==> src/rtl/sqrt_job_sequencer.sv <==
// -----------------------------------------------------------------------------
// sqrt_job_sequencer
//
// Buffers 16-bit operands in a small FIFO and runs them through the 16-bit
// square-root core one job at a time. Each job restarts the core through its
// active-low reset. The sequencer then waits for the core's ready and returns
// the root, the operand and the RUN cycle count on a valid/ready result port.
// A job that runs for TIMEOUT cycles without a ready is aborted. It is
// reported with root 0 and the timeout flag set.
//
// State table
//   state | meaning
//   IDLE  | core held in reset; pop next operand when the FIFO has one
//   START | one reset cycle for the core; cycle counter cleared
//   RUN   | core released; wait for ready or timeout
//   HOLD  | result presented on out_*; wait for out_ready_i
//
// Ports
//   clk, rst_n      clock, asynchronous active-low reset
//   in_valid_i      operand valid          in_ready_o    FIFO not full
//   in_valor_i      operand
//   sq_valor_o      operand to core        sq_rst_n_o    core reset/start
//   sq_ready_i      core done              sq_root_i     core root
//   out_valid_o     result valid           out_ready_i   result accepted
//   out_valor_o     operand of the result  out_root_o    root (0 on timeout)
//   out_cycles_o    RUN cycles used        out_timeout_o job aborted
//   busy_o          FSM active or FIFO not empty
// -----------------------------------------------------------------------------
module sqrt_job_sequencer #(
  parameter int DEPTH   = 4,
  parameter int TIMEOUT = 300
) (
  input  logic        clk,
  input  logic        rst_n,
  input  logic        in_valid_i,
  output logic        in_ready_o,
  input  logic [15:0] in_valor_i,
  output logic [15:0] sq_valor_o,
  output logic        sq_rst_n_o,
  input  logic        sq_ready_i,
  input  logic [7:0]  sq_root_i,
  output logic        out_valid_o,
  input  logic        out_ready_i,
  output logic [15:0] out_valor_o,
  output logic [7:0]  out_root_o,
  output logic [10:0] out_cycles_o,
  output logic        out_timeout_o,
  output logic        busy_o
);

  localparam int          AW        = $clog2(DEPTH);
  localparam logic [10:0] TIMEOUT_C = 11'(TIMEOUT);
  localparam logic [10:0] CNT_MAX   = 11'h7FF;

  typedef enum logic [1:0] {
    S_IDLE  = 2'd0,
    S_START = 2'd1,
    S_RUN   = 2'd2,
    S_HOLD  = 2'd3
  } state_t;

  state_t state_q, state_d;

  // FIFO: pointers carry one extra wrap bit to separate full from empty.
  logic [AW:0] wr_ptr_q, wr_ptr_d;
  logic [AW:0] rd_ptr_q, rd_ptr_d;
  logic [15:0] mem_q [DEPTH];
  logic        fifo_empty, fifo_full, push, pop;

  logic [10:0] cnt_q, cnt_d, cnt_inc;
  logic        run_last, capture, cnt_clr;

  logic [15:0] sq_valor_q, sq_valor_d;
  logic        sq_rst_n_q, sq_rst_n_d;
  logic [15:0] out_valor_q, out_valor_d;
  logic [7:0]  out_root_q, out_root_d;
  logic [10:0] out_cycles_q, out_cycles_d;
  logic        out_timeout_q, out_timeout_d;

  assign fifo_empty = (wr_ptr_q == rd_ptr_q);
  assign fifo_full  = (wr_ptr_q[AW] != rd_ptr_q[AW]) &&
                      (wr_ptr_q[AW-1:0] == rd_ptr_q[AW-1:0]);
  assign in_ready_o = !fifo_full;
  assign push       = in_valid_i && !fifo_full;

  assign cnt_inc  = cnt_q + 11'd1;
  assign run_last = (cnt_inc == TIMEOUT_C);

  // FSM: state register
  always_ff @(posedge clk or negedge rst_n) begin
    if (!rst_n) state_q <= S_IDLE;
    else        state_q <= state_d;
  end

  // FSM: next state
  always_comb begin
    state_d = state_q;
    case (state_q)
      S_IDLE:  if (!fifo_empty) state_d = S_START;
      S_START: state_d = S_RUN;
      S_RUN:   if (sq_ready_i || run_last) state_d = S_HOLD;
      S_HOLD:  if (out_ready_i) state_d = S_IDLE;
      default: state_d = S_IDLE;
    endcase
  end

  // FSM: outputs and strobes
  always_comb begin
    pop         = 1'b0;
    capture     = 1'b0;
    cnt_clr     = 1'b0;
    out_valid_o = 1'b0;
    busy_o      = !fifo_empty;
    case (state_q)
      S_IDLE:  pop = !fifo_empty;
      S_START: begin
        cnt_clr = 1'b1;
        busy_o  = 1'b1;
      end
      S_RUN: begin
        capture = sq_ready_i || run_last;
        busy_o  = 1'b1;
      end
      S_HOLD: begin
        out_valid_o = 1'b1;
        busy_o      = 1'b1;
      end
      default: ;
    endcase
  end

  // FIFO pointers
  always_comb begin
    wr_ptr_d = wr_ptr_q;
    rd_ptr_d = rd_ptr_q;
    if (push) wr_ptr_d = wr_ptr_q + 1'b1;
    if (pop)  rd_ptr_d = rd_ptr_q + 1'b1;
  end

  always_ff @(posedge clk or negedge rst_n) begin
    if (!rst_n) begin
      wr_ptr_q <= '0;
      rd_ptr_q <= '0;
    end else begin
      wr_ptr_q <= wr_ptr_d;
      rd_ptr_q <= rd_ptr_d;
    end
  end

  // Storage needs no reset: entries are only read behind the write pointer.
  always_ff @(posedge clk) begin
    if (push) mem_q[wr_ptr_q[AW-1:0]] <= in_valor_i;
  end

  // Datapath next values
  always_comb begin
    sq_valor_d    = sq_valor_q;
    cnt_d         = cnt_q;
    out_valor_d   = out_valor_q;
    out_root_d    = out_root_q;
    out_cycles_d  = out_cycles_q;
    out_timeout_d = out_timeout_q;
    // Core runs only in RUN and HOLD; HOLD keeps it out of reset so its result stays put.
    sq_rst_n_d    = (state_d == S_RUN) || (state_d == S_HOLD);

    if (pop) sq_valor_d = mem_q[rd_ptr_q[AW-1:0]];

    if (cnt_clr) begin
      cnt_d = '0;
    end else if ((state_q == S_RUN) && !capture && (cnt_q != CNT_MAX)) begin
      cnt_d = cnt_inc;
    end

    if (capture) begin
      out_valor_d = sq_valor_q;
      if (sq_ready_i) begin
        out_root_d    = sq_root_i;
        out_cycles_d  = cnt_inc;
        out_timeout_d = 1'b0;
      end else begin
        out_root_d    = '0;
        out_cycles_d  = TIMEOUT_C;
        out_timeout_d = 1'b1;
      end
    end
  end

  always_ff @(posedge clk or negedge rst_n) begin
    if (!rst_n) begin
      sq_valor_q    <= '0;
      sq_rst_n_q    <= 1'b0;
      cnt_q         <= '0;
      out_valor_q   <= '0;
      out_root_q    <= '0;
      out_cycles_q  <= '0;
      out_timeout_q <= 1'b0;
    end else begin
      sq_valor_q    <= sq_valor_d;
      sq_rst_n_q    <= sq_rst_n_d;
      cnt_q         <= cnt_d;
      out_valor_q   <= out_valor_d;
      out_root_q    <= out_root_d;
      out_cycles_q  <= out_cycles_d;
      out_timeout_q <= out_timeout_d;
    end
  end

  assign sq_valor_o    = sq_valor_q;
  assign sq_rst_n_o    = sq_rst_n_q;
  assign out_valor_o   = out_valor_q;
  assign out_root_o    = out_root_q;
  assign out_cycles_o  = out_cycles_q;
  assign out_timeout_o = out_timeout_q;

endmodule

==> config.mk <==
export PLATFORM = sky130hd
export DESIGN_NAME = sqrt_job_sequencer
export DESIGN_NICKNAME = d
export VERILOG_FILES = /design/src/rtl/sqrt_job_sequencer.sv
export SDC_FILE = /design/constraint.sdc
export NUM_CORES = 1
export LEC_CHECK = 0
export ABC_CLOCK_PERIOD_IN_PS = 3000
export BUFFER_PORTS_ARGS = -buffer_cell sky130_fd_sc_hd__buf_2
export CORE_ASPECT_RATIO = 0.9
export CORE_UTILIZATION = 35
export CTS_BUF_LIST = sky130_fd_sc_hd__clkbuf_8
export DETAILED_ROUTE_END_ITERATION = 8
export HOLD_SLACK_MARGIN = 0.08
export PLACE_DENSITY = 0.66
export SLEW_MARGIN = 20
export SYNTH_ARGS = -nofsm -noshare
export SYNTH_HDL_FRONTEND = slang
export SYNTH_SLANG_ARGS = --single-unit
==> constraint.sdc <==
create_clock -name clk -period 3 [get_ports clk]
set_input_delay 0.45 -clock clk [delete_from_list [all_inputs] [get_ports clk]]
set_output_delay 0.45 -clock clk [all_outputs]
set_load 0.02 [all_outputs]
Yosys cells after proc, flatten, opt, wreduce, memory -nomap -nowiden

Memories as Yosys holds them, arrays and structs flattened. A register that Yosys moved wholly into a read port is not among the register bits.
Index checks and enable logic that the tools add are counted.

Bits in registers: 56
Bits in writable memories: 64
Memories: 1

Memories:

| name  | depth | bits a word | rd ports | clocked after Yosys merged registers in | write ports | line | source |
|---|---|---|---|---|---|---|---|
| mem_q | 4     | 16          | 1        | 1                                       | 1           | 67   | `logic [15:0] mem_q [DEPTH];` |

$add $sub $neg: 3
Eq/ne operators: 10
Multiplexer cells: 16
Reductions and logical operators: 13

Operators with widths:

| kind                                                 | count |
|---|---|
| two-way mux 11 bit                                   | 3 |
| adder 11 x 1 -> 11 bit, second input constant        | 1 |
| equality test 11 x 9 -> 1 bit, second input constant | 1 |
| != test 11 bit, second input constant                | 1 |
| equality test 2 bit, second input constant           | 4 |
| two-way mux 1 bit                                    | 8 |
| two-way mux 8 bit                                    | 1 |
| one-hot mux 2 bit (4 select lines)                   | 1 |
| adder 3 x 1 -> 3 bit, second input constant          | 2 |
| two-way mux 2 bit                                    | 3 |
| logical AND 1 bit                                    | 4 |
| zero test 1 bit                                      | 4 |
| equality test 3 bit                                  | 1 |
| OR reduction 3 bit                                   | 1 |
| equality test 2 x 1 -> 1 bit, second input constant  | 1 |
| equality test 2 bit                                  | 1 |
| zero test 2 bit                                      | 1 |
| logical OR 1 bit                                     | 2 |
| nonzero test 2 bit                                   | 1 |
| != test 1 bit                                        | 1 |

Longest topological paths before layout

Gate-level depths: netlist of run 1.

Depth in word-level cells: 9
Gate-level depth with buffers: 8
Depth with buffers taken out: 7

Least setup slack after synthesis of run 1

No wires, ideal clock.

Path kind: register to register
Start: register cnt_q[0]
End: register out_valor_q[10] (netlist: out_valor_o[10])
Arrival: 2.029 ns
Data required time: 2.875 ns
Setup slack: 0.846 ns
Cell stages (with the launch flop): 8
Buffers on the path: 1
Path through: dfrtp_1 > ha_1 > and4_4 > nand4_2 > a2111oi_4 > o211ai_4 > buf_6 > mux2_4

Longest elaborated chain between the ends: 4

RTL lines:

| item                          | line | source |
|---|---|---|
| from (decl)                   | 70   | `logic [10:0] cnt_q, cnt_d, cnt_inc;` |
| from (signal assigned)        | 200  | `cnt_q <= cnt_d;` |
| adder 11 x 1 -> 11 bit        | 86   | `assign cnt_inc = cnt_q + 11'd1;` |
| equality test 11 x 9 -> 1 bit | 87   | `assign run_last = (cnt_inc == TIMEOUT_C);` |
| logical OR 1 bit              | 121  | `capture = sq_ready_i \|\| run_last;` |
| two-way mux 1 bit             | 114  | `case (state_q)` |
| to (signal assigned)          | 201  | `out_valor_q <= out_valor_d;` |
| to (decl)                     | 75   | `logic [15:0] out_valor_q, out_valor_d;` |

Every way passes these cells.
A chain may end at the register's enable or synchronous reset.

Final worst setup path of run 1

Start: register cnt_q[0]
End: register out_valor_q[7] (netlist: out_valor_o[7])

The elaborated chain is that of the path after synthesis.

==> impl_metrics.yaml, run 1 <==
routing:
  wl_mm: 11.4
  ant_nets: 0
  first_iter_violations: 288
  vias: 3286
  drc: 0
  via_per_inst: 4.93
  drtPass1Iterations: 4
  wl_per_cell_um: 17.1
clock_tree:
  postCtsHoldBufs: 0
  cts-buffers-inserted: 17
  clk_path_buf_depth: 2
  clock_sinks: 135
  htreeDepth: 4
  postCtsSetupBuffers: 0
  clkLatencyLatePin_ns: 0.44
  root_buffer: "clkbuf_8"
  cts_tree: "built"
  cts_resized: 0
  cts.clk_slew.worst_paths_ns: 0.08
yosys:
  synth_warnings: 0
  synth_enable_flop_cells: 64
  synth.top_cell.area_share_pct: 34.6
  syn_avg_cell_area_um2: 15.8
  async_flop_share_pct: 52.6
  ys_ff_latch: 135
  syn_nets: 387
  synth_most_common_cell: "dfrtp_1"
  synth_area_um2: 5560
  ys_types: 49
  synth_area_leaders: "edfxtp_1 35%, dfrtp_1 32%, mux4_2 6.5%"
  ys.flop_type: "dfrtp_1"
  synth_seq_area_share_pct: 66.6
  synth_top_area_cell: "edfxtp_1"
  yosys-top-cells-count: "71 x dfrtp_1, 64 x edfxtp_1, 24 x mux2_2"
  synth_cells: 352
min_path:
  min_path_type: "primary input to asynchronous set/reset pin"
setup_path:
  path_buf_inv: 1
  critPathKind: "register to register"
  startpoint_type: "register"
  startpoint: "cnt_q[0]$_DFFE_PN0P_"
  endpoint_kind: "register"
  crit_required_ns: 3.32
  cp_cell_sequence: "ha_1 -> nor2b_1 -> nand4b_1 -> a2111oi_4 -> o211ai_4 -> buf_4 -> mux2_4"
  path_max_fanout: 22
  slowest_delay_ns: 0.44
  r2r_start: "cnt_q[0]$_DFFE_PN0P_"
  cp_data_arrival_time_ns: 2.66
  critPathTopFamily: "compound AO/OA/AOI/OAI gates"
  slowest_stage: "a2111oi_4"
sta:
  finalSetupViolCount: 0
  fmax_ghz: 0.428
  finalMaxSlewViolations: 0
  final-hold-violation-count: 0
  min_period_ns: 2.33
  clock_skew_ns: 0.0114
  worst_pin_slew_ns: 0.907
  setup_tns_ns: 0
  finalCritPeriodShare_pct: 77.8
  grt_setup_unrepaired: "false"
  slew_headroom_pct: 39.3
floorplanning:
  rows: 43
  core_um2: 15400
  die_area_um2: 16400
  start_util_pct: 36.0
  die_x_um: 135
  io_pins: 85
  die_h_um: 122
pwr:
  power_density_nw_per_um2: 1080
  vdd_drop_max_v: 0.000394
  p_leak_uw: 0.00273
  p_total_uw: 7160
run_status:
  outcome: "finished, final reports clean"
job:
  drv_cap: 0
place:
  dp_hpwl_mm: 7.89
  port_buffers: 84
  gp_congestion: 0.818
finish:
  area_delta_synth_final_pct: 19.7
  drive_gt1_share_pct: 39.7
  nNetsFinal: 486
  n_antenna_cell: 0
  fillCellCount: 1370
grt:
  grt_usage_pct: 15.4
  grt_max_degree: 72
  grt_pass1_wl_mm: 18.7
  antenna_found_initial: 1
  grt_pass1_vias: 3392
  grt-ovfl-total: 0
metal layers:
| metal | track usage, % | share of wire, % | vias to the layer above |
|---|---|---|---|
| met1 | 19.5 | 43 | 1659 |
| met2 | 23.8 | 49 | 90 |
| met5 | 0 | 0.070 | - |
| met3 | 5.60 | 5.7 | 15 |
| li1 | - | - | 1520 |
| met4 | 6.81 | 1.3 | 2 |
cell usage in the layout (no fill, tap or decap), types with 3 or more instances in the layout:
master and n:
a21oi_1 8, a22o_1 9, and2_1 4, and3_1 7, buf_2 83, buf_4 11, bufinv_16 3, clkbuf_8 17
clkinv_2 3, dfrtp_1 71, edfxtp_1 64, ha_1 6, inv_1 16, inv_6 4, mux2_2 24, mux2_4 9
mux2i_1 4, mux4_2 16, nand2_1 20, nand3_1 7, nand4_1 3, nor2_1 7, nor3_1 4, o21ai_0 12
o21bai_1 3, xnor2_1 6, xor2_1 7
logic make-up after synthesis:
| group | synth area share, % |
|---|---|
| xor gates and xnor gates | 2.05 |
| muxes | 14.5 |
| DFF | 66.6 |
| adders and majority gates | 1.35 |
| AOI/OAI and AO/OA | 7.16 |
| buffers and inverters | 2.27 |
| and+or+nand+nor | 6.08 |
registers in the layout (all words and copies together) (netlist names):
register / count
sq_rst_n_o: 1
state_q: 1
mem_q: 64
out_valor_o: 16
wr_ptr_q: 3
out_timeout_o: 1
out_cycles_o: 11
sq_valor_o: 16
rd_ptr_q: 3
cnt_q: 11
out_root_o: 8
worst register-to-register path: stages (launching register included):
cell and delay (ns):
dfrtp_1 0.42, ha_1 0.25, nor2b_1 0.25, nand4b_1 0.18
a2111oi_4 0.44, o211ai_4 0.10, buf_4 0.25, mux2_4 0.34
path summary, 6_finish.rpt:
| check | endpoint | slack (ns) | depth (start not counted) |
|---|---|---|---|
| max in group asynchronous | out_valor_o[14]$_DFFE_PN0P_ | 2.28 | 1 |
| worst max register to register | out_valor_o[7]$_DFFE_PN0P_ | 0.67 | 7 |
| worst min-delay path | cnt_q[10]$_DFFE_PN0P_ | 0.14 | 1 |
| min in group clk | sq_rst_n_o$_DFF_PN0_ | 0.20 | 2 |
| worst min register to register | out_cycles_o[9]$_DFFE_PN0P_ | 0.49 | 2 |
| worst max-delay path | out_valor_o[7]$_DFFE_PN0P_ | 0.67 | 7 |
where the power goes:
part / switching [µW] / internal, µW
logic: 1470 / 1130
clock network: 719 / 826
registers: 405 / 2600
total: 2600 / 4560
per-stage QoR:
step | utilization [%] | instances | hold slack (ns) | cell area (µm²) | worst slack (ns)
after floorplan | - | 352 | 0.154 | 5560 | 0.846
after global placement | 40.4 | 634 | 0.468 | 6240 | 0.728
after detailed placement | 40.4 | 634 | 0.482 | 6240 | 0.686
after CTS | 43.1 | 666 | 0.154 | 6650 | 0.647
after global routing | 43.1 | 666 | 0.174 | 6650 | 0.508
final | 43.1 | 666 | 0.144 | 6650 | 0.665
layout make-up:
type	instances	area (µm²)	share of cell area, %
clock buffers	17	234	3.52
multi-input cells	188	1740	26.1
well taps	202	253	3.80
inverters	15	56.3	0.847
repair buffers	94	498	7.49
flip-flops and latches	135	3700	55.6
clock inverters	15	176	2.65
(Power assumes the default switching activity.)
==> inputs of run 2 (changes only) <==
Settings changed: ABC_CLOCK_PERIOD_IN_PS 3000 to 2100, PLACE_DENSITY 0.66 to 0.67.
Clock period 3 ns to 2.1 ns, I/O delays scaled along.
==> run 2 against run 1 <==
Against the previous run:
- the flow now finishes with violations (negative setup slack)
- largest power group unchanged
- sequential power rose by 43%
- non-clock buffer count rose by 57
- highest routed layer is now met4
- wire length rose by 8.1%
- register-to-register slack got worse by 0.82 ns
- utilization rose by 4.4 points
- final cell count rose by 8.6%
- critical path depth rose by 2
- sequential cell count did not move
==> impl_metrics.yaml, run 2 (same netlist as run 1, synthesis figures left out) <==
run_status:
  outcome: "finished, violations left"
  violations: "negative setup slack"
grt:
  grt_pass1_wl_mm: 19.4
  grt-ovfl-total: 0
  grt_max_degree: 40
  grt_usage_pct: 16.2
  grt_pass1_vias: 3631
  antenna_found_initial: 0
sta:
  fmax_ghz: 0.444
  setup_ws_ns: -0.152
  finalMaxSlewViolations: 0
  worst_pin_slew_ns: 0.450
  finalSetupViolCount: 40
  grt_setup_unrepaired: "true"
  clock_skew_ns: 0.0114
  setup_tns_ns: -3.40
  final-hold-violation-count: 0
  finalCritPeriodShare_pct: 107
  slew_headroom_pct: 70.0
  min_period_ns: 2.25
floorplanning:
  die_x_um: 135
  io_pins: 85
  die_h_um: 122
  die_area_um2: 16400
  start_util_pct: 36.0
  core_um2: 15400
  rows: 43
clock_tree:
  cts_tree: "built"
  clock_sinks: 135
  clkLatencyLatePin_ns: 0.45
  cts-buffers-inserted: 17
  cts.clk_slew.worst_paths_ns: 0.08
  root_buffer: "clkbuf_8"
  htreeDepth: 4
  clk_path_buf_depth: 2
finish:
  fin_cells: 723
  final_cell_mix: "83 x buf_2, 71 x dfrtp_1, 64 x edfxtp_1"
  area_delta_synth_final_pct: 32.1
  nNetsFinal: 543
  n_antenna_cell: 0
  drive_gt1_share_pct: 44.5
  final_common_cell: "buf_2"
  largest_register_ffs: 64
pwr:
  intPower_uw: 6720
  seq_power_share_pct: 40.5
  p_total_uw: 10600
  combPwrFrac_pct: 39.6
  p_sw_uw: 3870
  power_density_nw_per_um2: 1440
  vdd_drop_max_v: 0.000554
  clock_power_share_pct: 19.9
  switching_share_pct: 36.5
  p_leak_uw: 0.00305
routing:
  via_per_inst: 4.86
  ant_nets: 0
  first_iter_violations: 250
  wl_per_cell_um: 17.0
  drtPass1Iterations: 4
  drc: 0
  wl_mm: 12.3
  vias: 3512
place:
  dp_hpwl_mm: 8.14
  gp_congestion: 0.873
  port_buffers: 84
  placedCellCount: 657
setup_path:
  cp_data_arrival_time_ns: 2.59
  path_max_fanout: 6
  endpoint_kind: "register"
  startpoint_type: "register"
  crit_required_ns: 2.44
  critPathKind: "register to register"
min_path:
  min_path_type: "primary input to register"
job:
  drv_cap: 0
run 2: power groups by stage:
stage / registers [µW] / clock network [µW] / logic (µW)
3_3_place_gp: 4290 / 0 / 3900
2_1_floorplan: 4800 / 0 / 2020
4_1_cts: 4300 / 2170 / 4110
5_1_grt: 4400 / 2290 / 4550
6_report: 4290 / 2110 / 4200
3_5_place_dp: 4330 / 0 / 3990
run 2: cell type report:
cell class,instances,area [µm²]
clock buffer,17,234
tap,202,253
fill,1324,8100
timing repair buffer,151,1100
clock inverter,15,151
multi-input combinational,188,1840
inverter,15,56.3
sequential,135,3700
run 2: what timing repair did:
action                                 CTS  global route
setup endpoints to repair               43            48
buffers inserted                         5             1
endpoints found under the hold margin  102             0
hold buffers                            26             0
resized for setup                       12            16
gates cloned                             0             2
pin swaps                               11             6
run 2: worst paths after layout:
| kind | depth (start not counted) | from | slack (ns) | endpoint |
|---|---|---|---|---|
| setup / recovery | 9 | cnt_q[1]$_DFFE_PN0P_ | -0.15 | out_valor_o[6]$_DFFE_PN0P_ |
| hold / removal | 3 | in_valid_i | 0.25 | wr_ptr_q[0]$_DFFE_PN0P_ |
| setup reg to reg | 9 | cnt_q[1]$_DFFE_PN0P_ | -0.15 | out_valor_o[6]$_DFFE_PN0P_ |
| hold reg to reg | 2 | out_cycles_o[9]$_DFFE_PN0P_ | 0.48 | out_cycles_o[9]$_DFFE_PN0P_ |
| max in group asynchronous | 3 | rst_n | 1.17 | out_valor_o[10]$_DFFE_PN0P_ |
| min in group asynchronous | 2 | rst_n | 0.35 | rd_ptr_q[2]$_DFFE_PN0P_ |
run 2: per-stage QoR:
stage | setup WS [ns] | utilization, % | hold slack, ns | area, µm²
2_1_floorplan | 0.000186 | - | 0.0194 | 5560
3_3_place_gp | -0.0379 | 41.8 | 0.289 | 6450
3_5_place_dp | -0.140 | 41.8 | 0.295 | 6450
4_1_cts | -0.106 | 46.7 | 0.229 | 7210
5_1_grt | -0.228 | 47.5 | 0.249 | 7340
6_report | -0.152 | 47.5 | 0.253 | 7340
run 2: per-layer routing:
metal	track usage [%]	up-vias	share of wire (%)
li1	-	1635	-
met1	19.5	1786	43
met2	27.4	77	51
met3	5.60	14	5.0
met4	5.06	0	1.1
met5	0	-	0
run 2: critical path, cell delays in order (launching register included):
cell and delay [ns]:
dfrtp_1 0.42, buf_4 0.15, buf_4 0.13, and3_1 0.21, a311o_1 0.35, o311ai_2 0.13, o211ai_4 0.13, buf_12 0.16
clkbuf_16 0.16, mux2_4 0.29
==> inputs of run 3 (changes only) <==
Settings changed: CTS_BUF_LIST sky130_fd_sc_hd__clkbuf_8 to not set.
==> run 3 against run 2 <==
Against the previous run:
- the run still ends with negative setup slack left
- hold slack lost 0.15 ns
- worst setup slack gained 0.056 ns
- fmax grew 2.6%
- die area is the same
- via count shrank 1.3%
- final cell count shrank 2.4%
- sequential power is essentially flat
- combinational power is essentially flat
- global-route usage shrank 0.085 points
- clock skew shrank 0.0033 ns
==> impl_metrics.yaml, run 3 (same netlist as run 1, synthesis figures left out) <==
place:
  gp_congestion: 0.873
  port_buffers: 84
  pre_cts_slack_ns: -0.140
  place_area_um2: 6450
  dp_hpwl_mm: 8.14
sta:
  slew_headroom_pct: 70.0
  setup_ws_ns: -0.0952
  worst_pin_slew_ns: 0.450
  clock_skew_ns: 0.00813
  finalMaxSlewViolations: 0
  final-hold-violation-count: 0
  grt_setup_unrepaired: "true"
  finalSetupViolCount: 35
  fmax_ghz: 0.456
  min_period_ns: 2.20
  finalCritPeriodShare_pct: 105
setup_path:
  cp_cell_sequence: "ha_4 -> and4_4 -> nand4_4 -> a2111oi_4 -> buf_4 -> a21boi_4 -> buf_12 -> o21ai_1 -> o21bai_1"
  cp_data_arrival_time_ns: 2.50
  critPathTopFamily: "compound AO/OA/AOI/OAI gates"
  endpoint_kind: "register"
  path_max_fanout: 7
  critPathKind: "register to register"
  r2r_start: "cnt_q[0]$_DFFE_PN0P_"
  path_buf_inv: 2
  startpoint: "cnt_q[0]$_DFFE_PN0P_"
  slowest_stage: "a2111oi_4"
  crit_required_ns: 2.40
  r2r_setup_slack_ns: -0.1
  slowest_delay_ns: 0.48
  startpoint_type: "register"
clock_tree:
  cts_tree: "built"
  clk_path_buf_depth: 2
  clkLatencyLatePin_ns: 0.42
  htreeDepth: 4
  root_buffer: "clkbuf_16"
  cts-buffers-inserted: 17
  cts.clk_slew.worst_paths_ns: 0.06
  clock_sinks: 135
finish:
  area_delta_synth_final_pct: 31.7
  nNetsFinal: 526
  final_design_area_no_fill_um2: 7320
  final_common_cell: "buf_2"
  drive_gt1_share_pct: 46.2
  final_cell_mix: "83 x buf_2, 70 x dfrtp_1, 64 x edfxtp_1"
  n_antenna_cell: 0
  largest_register_ffs: 64
floorplanning:
  die_area_um2: 16400
  die_h_um: 122
  core_um2: 15400
  start_util_pct: 36.0
  die_x_um: 135
  rows: 43
  io_pins: 85
routing:
  drc: 0
  via_per_inst: 4.91
  drtPass1Iterations: 5
  ant_nets: 0
  wl_per_cell_um: 17.3
  first_iter_violations: 229
  wl_mm: 12.2
  vias: 3465
pwr:
  vdd_drop_max_v: 0.000711
  p_leak_uw: 0.00306
  power_density_nw_per_um2: 1540
  p_total_uw: 11300
grt:
  grt_max_degree: 40
  grt_usage_pct: 16.1
  grt_pass1_vias: 3593
  grt-ovfl-total: 0
  antenna_found_initial: 0
  grt_pass1_wl_mm: 19.3
min_path:
  min_path_type: "primary input to register"
  hold_path_startpoint: "in_valor_i[9]"
job:
  drv_cap: 0
run_status:
  violations: "negative setup slack"
  outcome: "finished, violations left"
## run 3: cell count changes in the layout (fill, tap and decap cells not counted), sizes merged
| cell | delta |
|---|---|
| bufinv | -2 |
| clkbuf | +1 |
| dlygate4sd3 | -24 |
| buf | +8 |
## run 3: worst reg2reg max path: cells and delay by family, from the launching register on
family | cells | cell delay [ns]
AO/OA/AOI/OAI | 4 | 0.87
adder cells (fa/ha/maj) | 1 | 0.17
buffers and inverters | 2 | 0.32
flip-flops | 1 | 0.41
AND/OR/NAND/NOR | 2 | 0.32
## run 3: metrics by stage
stage / util, % / hold slack (ns) / cells / setup TNS [ns]
4_1_cts: 46.7 / 0.0803 / 698 / -2.57
2_1_floorplan: - / 0.0194 / 352 / 0
5_1_grt: 47.4 / 0.0936 / 706 / -6.18
3_3_place_gp: 41.8 / 0.289 / 657 / -0.581
3_5_place_dp: 41.8 / 0.295 / 657 / -4.13
6_report: 47.4 / 0.108 / 706 / -1.77
## run 3: where the power goes
group          leakage (µW)  internal [µW]  total (µW)  switching (µW)
Sequential          0.00145           3730        4300             572
Combinational       0.00133           1930        4170            2240
Clock              0.000283           1650        2800            1150
## run 3: metal layers
metal  wire length [µm]  up-vias  track usage, %
li1                   -     1611               -
met4                133        0            5.97
met3                614       12            5.35
met5                  0        -               0
met1               5370     1766            20.1
met2               6100       76            26.1
## run 3: repair_timing
action / 4_1_cts / 5_1_grt
pin swaps: 17 / 3
endpoints found under the hold margin: 32 / 1
gates cloned: 1 / 0
endpoints found under the setup margin: 43 / 47
resized for setup: 22 / 7
hold buffers: 1 / 1
setup buffers: 7 / 8
## run 3: final cells by class
cell class	instances	area [µm²]
timing repair buffer	134	886
fill	1332	8130
clock buffer	19	475
tap	202	253
inverter	15	56.3
multi-input combinational	188	1850
sequential	135	3700
clock inverter	13	91.3
## run 3: final timing paths
check / to / depth (start not counted)
max reg2reg: cnt_q[2]$_DFFE_PN0P_ / 9
min reg2reg: out_cycles_o[9]$_DFFE_PN0P_ / 2
max: cnt_q[2]$_DFFE_PN0P_ / 9
min: mem_q[2][9]$_DFFE_PP_ / 1
min in group asynchronous: out_valor_o[13]$_DFFE_PN0P_ / 2
max in group asynchronous: out_root_o[3]$_DFFE_PN0P_ / 3
